[config.mk]
export PLATFORM = sky130hd
export DESIGN_NAME = mem_port_arbiter
export DESIGN_NICKNAME = d
export VERILOG_FILES = /design/src/rtl/mem_port_arbiter.sv
export SDC_FILE = /design/constraint.sdc
export NUM_CORES = 1
export LEC_CHECK = 0
export BUFFER_PORTS_ARGS = -buffer_cell sky130_fd_sc_hd__buf_2
export CAP_MARGIN = 0
export CORE_ASPECT_RATIO = 1.1
export CORE_MARGIN = 10
export CORE_UTILIZATION = 38
export DETAILED_ROUTE_END_ITERATION = 8
export PLACE_DENSITY = 0.95
export SETUP_SLACK_MARGIN = 0.2
export SYNTH_ARGS = -nofsm -noshare
export SYNTH_HDL_FRONTEND = slang
export SYNTH_SLANG_ARGS = --single-unit
[constraint.sdc]
create_clock -name clock -period 2.3 [get_ports clock]
set_input_delay 0.345 -clock clock [delete_from_list [all_inputs] [get_ports clock]]
set_output_delay 0.345 -clock clock [all_outputs]
set_load 0.01 [all_outputs]
[src/rtl/mem_port_arbiter.sv]
// Arbitrates one single-ported memory between the CPU control path and an external port.
// Handles locked EXT bursts, CPU-priority or round-robin selection, and EXT anti-starvation.
module mem_port_arbiter #(
  parameter int AW         = 8,
  parameter int DW         = 8,
  parameter int CPU_PRIO   = 1,
  parameter int MAX_BURST  = 4,
  parameter int STARVE_LIM = 8,
  localparam int BW        = $clog2(MAX_BURST + 1),
  localparam int WW        = $clog2(STARVE_LIM + 1)
) (
  input  logic          clock,
  input  logic          reset,
  input  logic          cpu_req_i,
  input  logic          cpu_we_i,
  input  logic [AW-1:0] cpu_addr_i,
  input  logic [DW-1:0] cpu_wdata_i,
  output logic          cpu_gnt_o,
  output logic          cpu_rvalid_o,
  output logic [DW-1:0] cpu_rdata_o,
  input  logic          ext_req_i,
  input  logic          ext_we_i,
  input  logic          ext_lock_i,
  input  logic [AW-1:0] ext_addr_i,
  input  logic [DW-1:0] ext_wdata_i,
  output logic          ext_gnt_o,
  output logic          ext_rvalid_o,
  output logic [DW-1:0] ext_rdata_o,
  output logic [AW-1:0] mem_addr_o,
  output logic [DW-1:0] mem_wdata_o,
  output logic          mem_we_o,
  output logic          mem_re_o,
  input  logic [DW-1:0] mem_rdata_i,
  output logic [1:0]    dbg_owner_o,
  output logic [WW-1:0] dbg_wait_cnt_o
);

  // Handshake: a requester holds req (and its addr/we/wdata) until it sees gnt in the same
  // cycle; the transfer happens in that cycle and read data is marked by rvalid one cycle later.

  typedef enum logic [1:0] {
    OWN_NONE = 2'd0,
    OWN_CPU  = 2'd1,
    OWN_EXT  = 2'd2
  } owner_e;

  owner_e        owner_q, owner_d;
  logic          last_ext_q, last_ext_d;
  logic [BW-1:0] burst_cnt_q, burst_cnt_d;
  logic [WW-1:0] wait_cnt_q, wait_cnt_d;
  logic          cpu_rvalid_q, ext_rvalid_q;
  logic          cpu_rq, ext_rq;
  logic          gnt_cpu, gnt_ext;

  always_ff @(posedge clock or posedge reset) begin
    if (reset) begin
      owner_q      <= OWN_NONE;
      last_ext_q   <= 1'b1;
      burst_cnt_q  <= '0;
      wait_cnt_q   <= '0;
      cpu_rvalid_q <= 1'b0;
      ext_rvalid_q <= 1'b0;
    end else begin
      owner_q      <= owner_d;
      last_ext_q   <= last_ext_d;
      burst_cnt_q  <= burst_cnt_d;
      wait_cnt_q   <= wait_cnt_d;
      cpu_rvalid_q <= gnt_cpu & ~cpu_we_i;
      ext_rvalid_q <= gnt_ext & ~ext_we_i;
    end
  end

  always_comb begin
    // Requests are masked while reset is held so no grant or memory strobe leaks out.
    cpu_rq      = cpu_req_i & ~reset;
    ext_rq      = ext_req_i & ~reset;
    gnt_cpu     = 1'b0;
    gnt_ext     = 1'b0;
    owner_d     = OWN_NONE;
    last_ext_d  = last_ext_q;
    burst_cnt_d = '0;
    wait_cnt_d  = '0;

    if (cpu_rq && ext_rq) begin
      if (wait_cnt_q == WW'(STARVE_LIM)) begin
        gnt_ext = 1'b1;
      end else if (owner_q == OWN_EXT && ext_lock_i && burst_cnt_q < BW'(MAX_BURST)) begin
        gnt_ext = 1'b1;
      end else if (CPU_PRIO != 0) begin
        gnt_cpu = 1'b1;
      end else if (last_ext_q) begin
        gnt_cpu = 1'b1;
      end else begin
        gnt_ext = 1'b1;
      end
    end else begin
      gnt_cpu = cpu_rq;
      gnt_ext = ext_rq;
    end

    if (gnt_cpu) begin
      owner_d    = OWN_CPU;
      last_ext_d = 1'b0;
    end else if (gnt_ext) begin
      owner_d    = OWN_EXT;
      last_ext_d = 1'b1;
      if (owner_q != OWN_EXT) begin
        burst_cnt_d = BW'(1);
      end else if (burst_cnt_q == BW'(MAX_BURST)) begin
        burst_cnt_d = burst_cnt_q;
      end else begin
        burst_cnt_d = burst_cnt_q + BW'(1);
      end
    end

    if (ext_rq && !gnt_ext) begin
      wait_cnt_d = (wait_cnt_q == WW'(STARVE_LIM)) ? wait_cnt_q : wait_cnt_q + WW'(1);
    end
  end

  always_comb begin
    mem_addr_o  = '0;
    mem_wdata_o = '0;
    mem_we_o    = 1'b0;
    mem_re_o    = 1'b0;
    if (gnt_cpu) begin
      mem_addr_o  = cpu_addr_i;
      mem_wdata_o = cpu_wdata_i;
      mem_we_o    = cpu_we_i;
      mem_re_o    = ~cpu_we_i;
    end else if (gnt_ext) begin
      mem_addr_o  = ext_addr_i;
      mem_wdata_o = ext_wdata_i;
      mem_we_o    = ext_we_i;
      mem_re_o    = ~ext_we_i;
    end
  end

  assign cpu_gnt_o      = gnt_cpu;
  assign ext_gnt_o      = gnt_ext;
  assign cpu_rvalid_o   = cpu_rvalid_q;
  assign ext_rvalid_o   = ext_rvalid_q;
  assign cpu_rdata_o    = mem_rdata_i;
  assign ext_rdata_o    = mem_rdata_i;
  assign dbg_owner_o    = owner_q;
  assign dbg_wait_cnt_o = wait_cnt_q;

endmodule

==> After elaboration in Yosys (flattened, before gate mapping) <==
Index checks and enable logic that the tools add are counted.
{ "word_totals": {"ff_bits": 11, "input_bits": 47, "out_inout_bits": 44, "elab_cells": 48} }
{ "op_classes": {"n_addsub": 2, "order_cmp": 1, "eq_ne": 6, "muxes": 22, "bitwise_logic": 7, "reduce_logical": 5} }
{ "ops": {"columns": ["operator", "n"], "rows": [
  ["$mux W8", 4],
  ["$mux W3", 4],
  ["$mux W1", 10],
  ["$mux W4", 2],
  ["$add A4 B1 Y4 const B", 1],
  ["$and A1 B1 Y1", 4],
  ["$eq A4 B4 Y1 const B", 1],
  ["$logic_and A1 B1 Y1", 4],
  ["$mux W2", 2],
  ["$ne A2 B2 Y1 const B", 2],
  ["$ne A4 B4 Y1 const B", 1],
  ["$add A3 B1 Y3 const B", 1],
  ["$eq A3 B3 Y1 const B", 1],
  ["$lt A3 B3 Y1 const B", 1],
  ["$not A1 Y1", 3],
  ["$eq A2 B2 Y1 const B", 1],
  ["$logic_not A1 Y1", 1]
]} }

==> Longest topological paths before layout <==
{ "depth": {"ltp_word": 9, "ltp_mapped": 6, "ltp_nobuf": 5} }

==> Worst setup path before layout <==
Ideal clock, no wire load.
{ "synth_path": {"path_kind": "register to output", "from": "register wait_cnt_q[0] (netlist: dbg_wait_cnt_o[0])", "to": "output mem_wdata_o[1]", "arrival_ns": 1.385, "required_time_ns": 1.955, "slack_ns": 0.570, "path_stages_with_launch": 7, "n_path_buf": 1, "path_cell_list": "dfrtp_1 inv_1 ha_1 nand3b_1 a31oi_4 buf_6 a22o_1"} }
{ "synth_between": {"elab_chain_len": 5, "elab_cells_between_ends": 7, "classes_between": "eq/ne (1); mux (6)"} }
{ "synth_rtl": {"columns": ["item", "line_no", "text"], "rows": [
  ["start, declared", "50", "logic [WW-1:0] wait_cnt_q, wait_cnt_d;"],
  ["start signal, assigned", "67", "wait_cnt_q <= wait_cnt_d;"],
  ["$eq A4 B4 Y1", "85", "if (wait_cnt_q == WW'(STARVE_LIM)) begin"],
  ["$mux W1", "85", null],
  ["$mux W1", "84", "if (cpu_rq && ext_rq) begin"],
  ["net ext_gnt_o", "26", "output logic ext_gnt_o,"],
  ["$mux W8", "131", "end else if (gnt_ext) begin"],
  ["$mux W8", "126", "if (gnt_cpu) begin"],
  ["end, declared", "30", "output logic [DW-1:0] mem_wdata_o,"]
]} }
The timed path passes the listed nets, and every way through them passes these cells.

==> Final worst setup path <==
{ "layout_path": {"from": "register wait_cnt_q[1] (netlist: dbg_wait_cnt_o[1])", "to": "output mem_wdata_o[5]"} }
{ "layout_between": {"elab_chain_len": 5, "elab_cells_between_ends": 7, "classes_between": "eq/ne (1); mux (6)"} }
{ "layout_rtl": {"columns": ["item", "line_no"], "rows": [
  ["$eq A4 B4 Y1 (*)", "85"],
  ["$mux W1", "85"],
  ["$mux W1", "84"],
  ["$mux W8", "131"],
  ["$mux W8 (*)", "126"]
]} }
Mark *: on every way between the ends. The rest lies on a longest branch, timed or not.

==> flow_summary_export.csv <==
group,metric,value,unit
run_status,outcome,"complete, no violations",
worst_setup_path,crit_path_cell_trace,"inv_1 -> ha_2 -> nand4b_1 -> o2111a_2 -> a22o_1 -> buf_2",
min_path,worstHoldPathType,"in -> async",
timing,period_needed,2.14,ns
timing,count_of_final_max_slew_check_failures,0,
route,drt-pass1-iter-count,4,
placed_design,dp_hpwl,2340,um
timing,period_share,0.929,
floorplanning,design.die.area,4740,um2
worst_setup_path,crit_path_max_fanout,6,
route,detailroute.via_count,965,
synthesis,syn-num-nets,140,
worst_setup_path,cpPeakStageDelay,0.41,ns
global_routing,pin_count_of_the_biggest_net_entering_global_routing,12,
cells_and_area,diodes,0,
placed_design,routabilityCongestion,0.734,
clock_network,cts_root_buffer,"sky130_fd_sc_hd__clkbuf_4",
cells_and_area,design_area_final,1250,um2
route,drc,0,
worst_setup_path,rr_worst_depth,7,
timing,tightestPinTransition,0.307,ns
global_routing,grt.overflow.total,0,
synthesis,synth_seq_area_share,0.303,
clock_network,cts_sinks,11,
cells_and_area,layout-drive-gt1-share,0.580,
global_routing,first_global_vias,1024,
cells_and_area,sequential_cell_area,275,um2
synthesis,postSynthAreaPerCell,10.2,um2
timing,worst_clock_skew,0.00699,ns
timing,rsz0062_at_grt,"true",
cells_and_area,final_common_cell,"sky130_fd_sc_hd__buf_2",
cells_and_area,most-common-layout-cells,"sky130_fd_sc_hd__buf_2, sky130_fd_sc_hd__a22o_1, sky130_fd_sc_hd__dfrtp_1, sky130_fd_sc_hd__inv_1, sky130_fd_sc_hd__buf_4",
cells_and_area,final_net_count,202,
worst_setup_path,critPathRequiredTime,1.96,ns
timing,setup_total_negative_slack,0,ns
clock_network,clock_latency,0.28,ns
timing,setup_violations,0,
clock_network,htree_levels,1,
placed_design,count_of_port_buffers_added_during_placement,66,
floorplanning,die_w,66.6,um
cells_and_area,layout.core_utilization,0.550,
worst_setup_path,critical_path.endpoint_type,"output port",
synthesis,post_synth_instance_area,907,um2
route,drtAntennaViolNets,0,
floorplanning,num_rows,18,
cells_and_area,n_fill_cell,203,
clock_network,cts_hold_buffers,0,
timing,timing.final.ws_setup,0.163,ns
timing,worst_slew_margin_rel,0.795,
cells_and_area,multi_input_comb_area,473,um2
cells_and_area,layout.cells.non_filler,180,
worst_setup_path,worst_setup_path_start_kind,"flop",
worst_setup_path,crit_path_start,"dbg_wait_cnt_o[1]",
synthesis,post_synthesis_register_bit_count,11,
power,static-leakage-power,0.689,nW
worst_setup_path,timing.setup.critical_path_class,"reg -> out",
timing,fin_worst_hold_slack,0.181,ns
route,drt-total-wl,3280,um
worst_setup_path,worst_r2r_startpoint,"dbg_wait_cnt_o[1]",
power,power-per-cell-area,387,nW/um2
route,detail_route.iter0.violations,63,
worst_setup_path,cpMaxStageDelayCell,"sky130_fd_sc_hd__dfrtp_1",
run,max_cap_violations,0,
clock_network,ctsLongestPathBuffers,2,
route,vias_per_cell,5.36,
clock_network,number_of_cts_inserted_buffers,3,
placed_design,placement.cell_area,1120,um2
floorplanning,initial_utilization,0.399,
route,route.detailed.wl_per_inst,18.2,um
placed_design,detailedPlace.worstSlack,0.268,ns
power,totalPowerFinal,0.484,mW
clock_network,clk_transition_reported_paths,0.08,ns
synthesis,synth.distinct_cells,24,
global_routing,grt_use_total,0.129,
floorplanning,ports_placed_on_the_boundary,91,
cells_and_area,areaGrowthSynthToFinish,37.9,%
power,peakVddDrop,0.175,mV
floorplanning,die_height,71.2,um
timing,max_freq,0.468,GHz
placed_design,dp.cells,167,
floorplanning,core_region_area,2270,um2
global_routing,grt_first_pass_wirelength,4840,um
clock_network,cts_tree,"yes",
timing,hold_violations,0,
worst_setup_path,reg2reg_setup_slack,0.68,ns
global_routing,antenna_found_initial,0,
synthesis,yosys_warnings,0,
synthesis,postSynthCellCount,89,
worst_setup_path,cp_data_arrival_time,1.79,ns
-- worst paths after layout --
check | to
hold / removal | dbg_wait_cnt_o[2]
setup / recovery | mem_wdata_o[5]
min in group clock | cpu_rvalid_o
hold reg to reg | dbg_wait_cnt_o[0]
max in group asynchronous | cpu_rvalid_o
setup reg to reg | burst_cnt_q[2]
-- per-layer routing --
| layer | track usage | wire length (um) |
|---|---|---|
| met3 | 0.0544 | 351 |
| met5 | 0 | 0 |
| met1 | 0.133 | 1150 |
| met4 | 0.0443 | 56 |
| met2 | 0.226 | 1720 |
-- critical path: cells and delay by family (launching register included) --
| family | cells | cell delay (ns) |
|---|---|---|
| AOI/OAI and AO/OA | 2 | 0.46 |
| DFF | 1 | 0.41 |
| buffers and inverters | 2 | 0.23 |
| and+or+nand+nor | 1 | 0.22 |
| adders and majority gates | 1 | 0.19 |
-- layout make-up --
| class | count | area share |
|---|---|---|
| Multi-Input combinational cell | 52 | 0.378 |
| Timing Repair Buffer | 74 | 0.323 |
| Sequential cell | 11 | 0.220 |
| Tap cell | 30 | 0.0300 |
| Inverter | 9 | 0.0270 |
| Clock buffer | 3 | 0.0180 |
| Clock inverter | 1 | 0.00400 |
-- registers in the layout, summed over array words and instances (netlist names) --
register        count
burst_cnt_q         3
cpu_rvalid_o        1
dbg_owner_o         2
dbg_wait_cnt_o      4
ext_rvalid_o        1
-- cells by family (layout without fill, tap and decap cells) --
| group | Yosys count | after routing | share of synthesized area |
|---|---|---|---|
| and+or+nand+nor | 19 | 19 | 0.156 |
| buffers and inverters | 29 | 87 | 0.219 |
| DFF | 11 | 11 | 0.303 |
| xor gates and xnor gates | 3 | 3 | 0.0290 |
| adders and majority gates | 4 | 4 | 0.0552 |
| AOI/OAI and AO/OA | 22 | 25 | 0.226 |
| muxes | 1 | 1 | 0.0110 |
-- synth_stat cells --
cell	number	area, um2
sky130_fd_sc_hd__dfrtp_1	11	275
sky130_fd_sc_hd__a31oi_1	1	6.26
sky130_fd_sc_hd__nor4b_2	1	15.0
sky130_fd_sc_hd__inv_1	9	33.8
sky130_fd_sc_hd__nor3_1	4	20.0
sky130_fd_sc_hd__nand4bb_4	1	27.5
sky130_fd_sc_hd__a22o_1	18	158
sky130_fd_sc_hd__nor2_1	2	7.51
sky130_fd_sc_hd__nand2_1	2	7.51
sky130_fd_sc_hd__buf_4	16	120
sky130_fd_sc_hd__nand4b_1	1	8.76
sky130_fd_sc_hd__o21a_1	1	7.51
sky130_fd_sc_hd__o2111a_2	1	12.5
sky130_fd_sc_hd__nor3b_2	1	12.5
sky130_fd_sc_hd__xor2_1	1	8.76
sky130_fd_sc_hd__xnor2_1	2	17.5
sky130_fd_sc_hd__buf_6	4	45.0
sky130_fd_sc_hd__nand2b_1	2	12.5
sky130_fd_sc_hd__nand3_1	2	10.0
sky130_fd_sc_hd__and2_1	2	12.5
sky130_fd_sc_hd__nand3b_1	1	7.51
sky130_fd_sc_hd__mux2i_1	1	10.0
sky130_fd_sc_hd__ha_1	4	50.1
sky130_fd_sc_hd__a31oi_4	1	21.3
-- repair_timing --
| item | in CTS | in global routing |
|---|---|---|
| setup buffers | 4 | 2 |
| cloned | 2 | 1 |
| pin swaps | 3 | 5 |
| setup endpoints to repair | 19 | 19 |
| resized for setup | 1 | 6 |
-- power by group --
group          switching [mW]  total (mW)  internal [mW]  leakage (nW)
Combinational          0.0734       0.148         0.0743         0.521
Clock                  0.0710       0.136         0.0645        0.0177
Sequential            0.00307       0.201          0.198         0.150
Total                   0.148       0.484          0.337         0.689
Power figures use the tool's default switching activity.
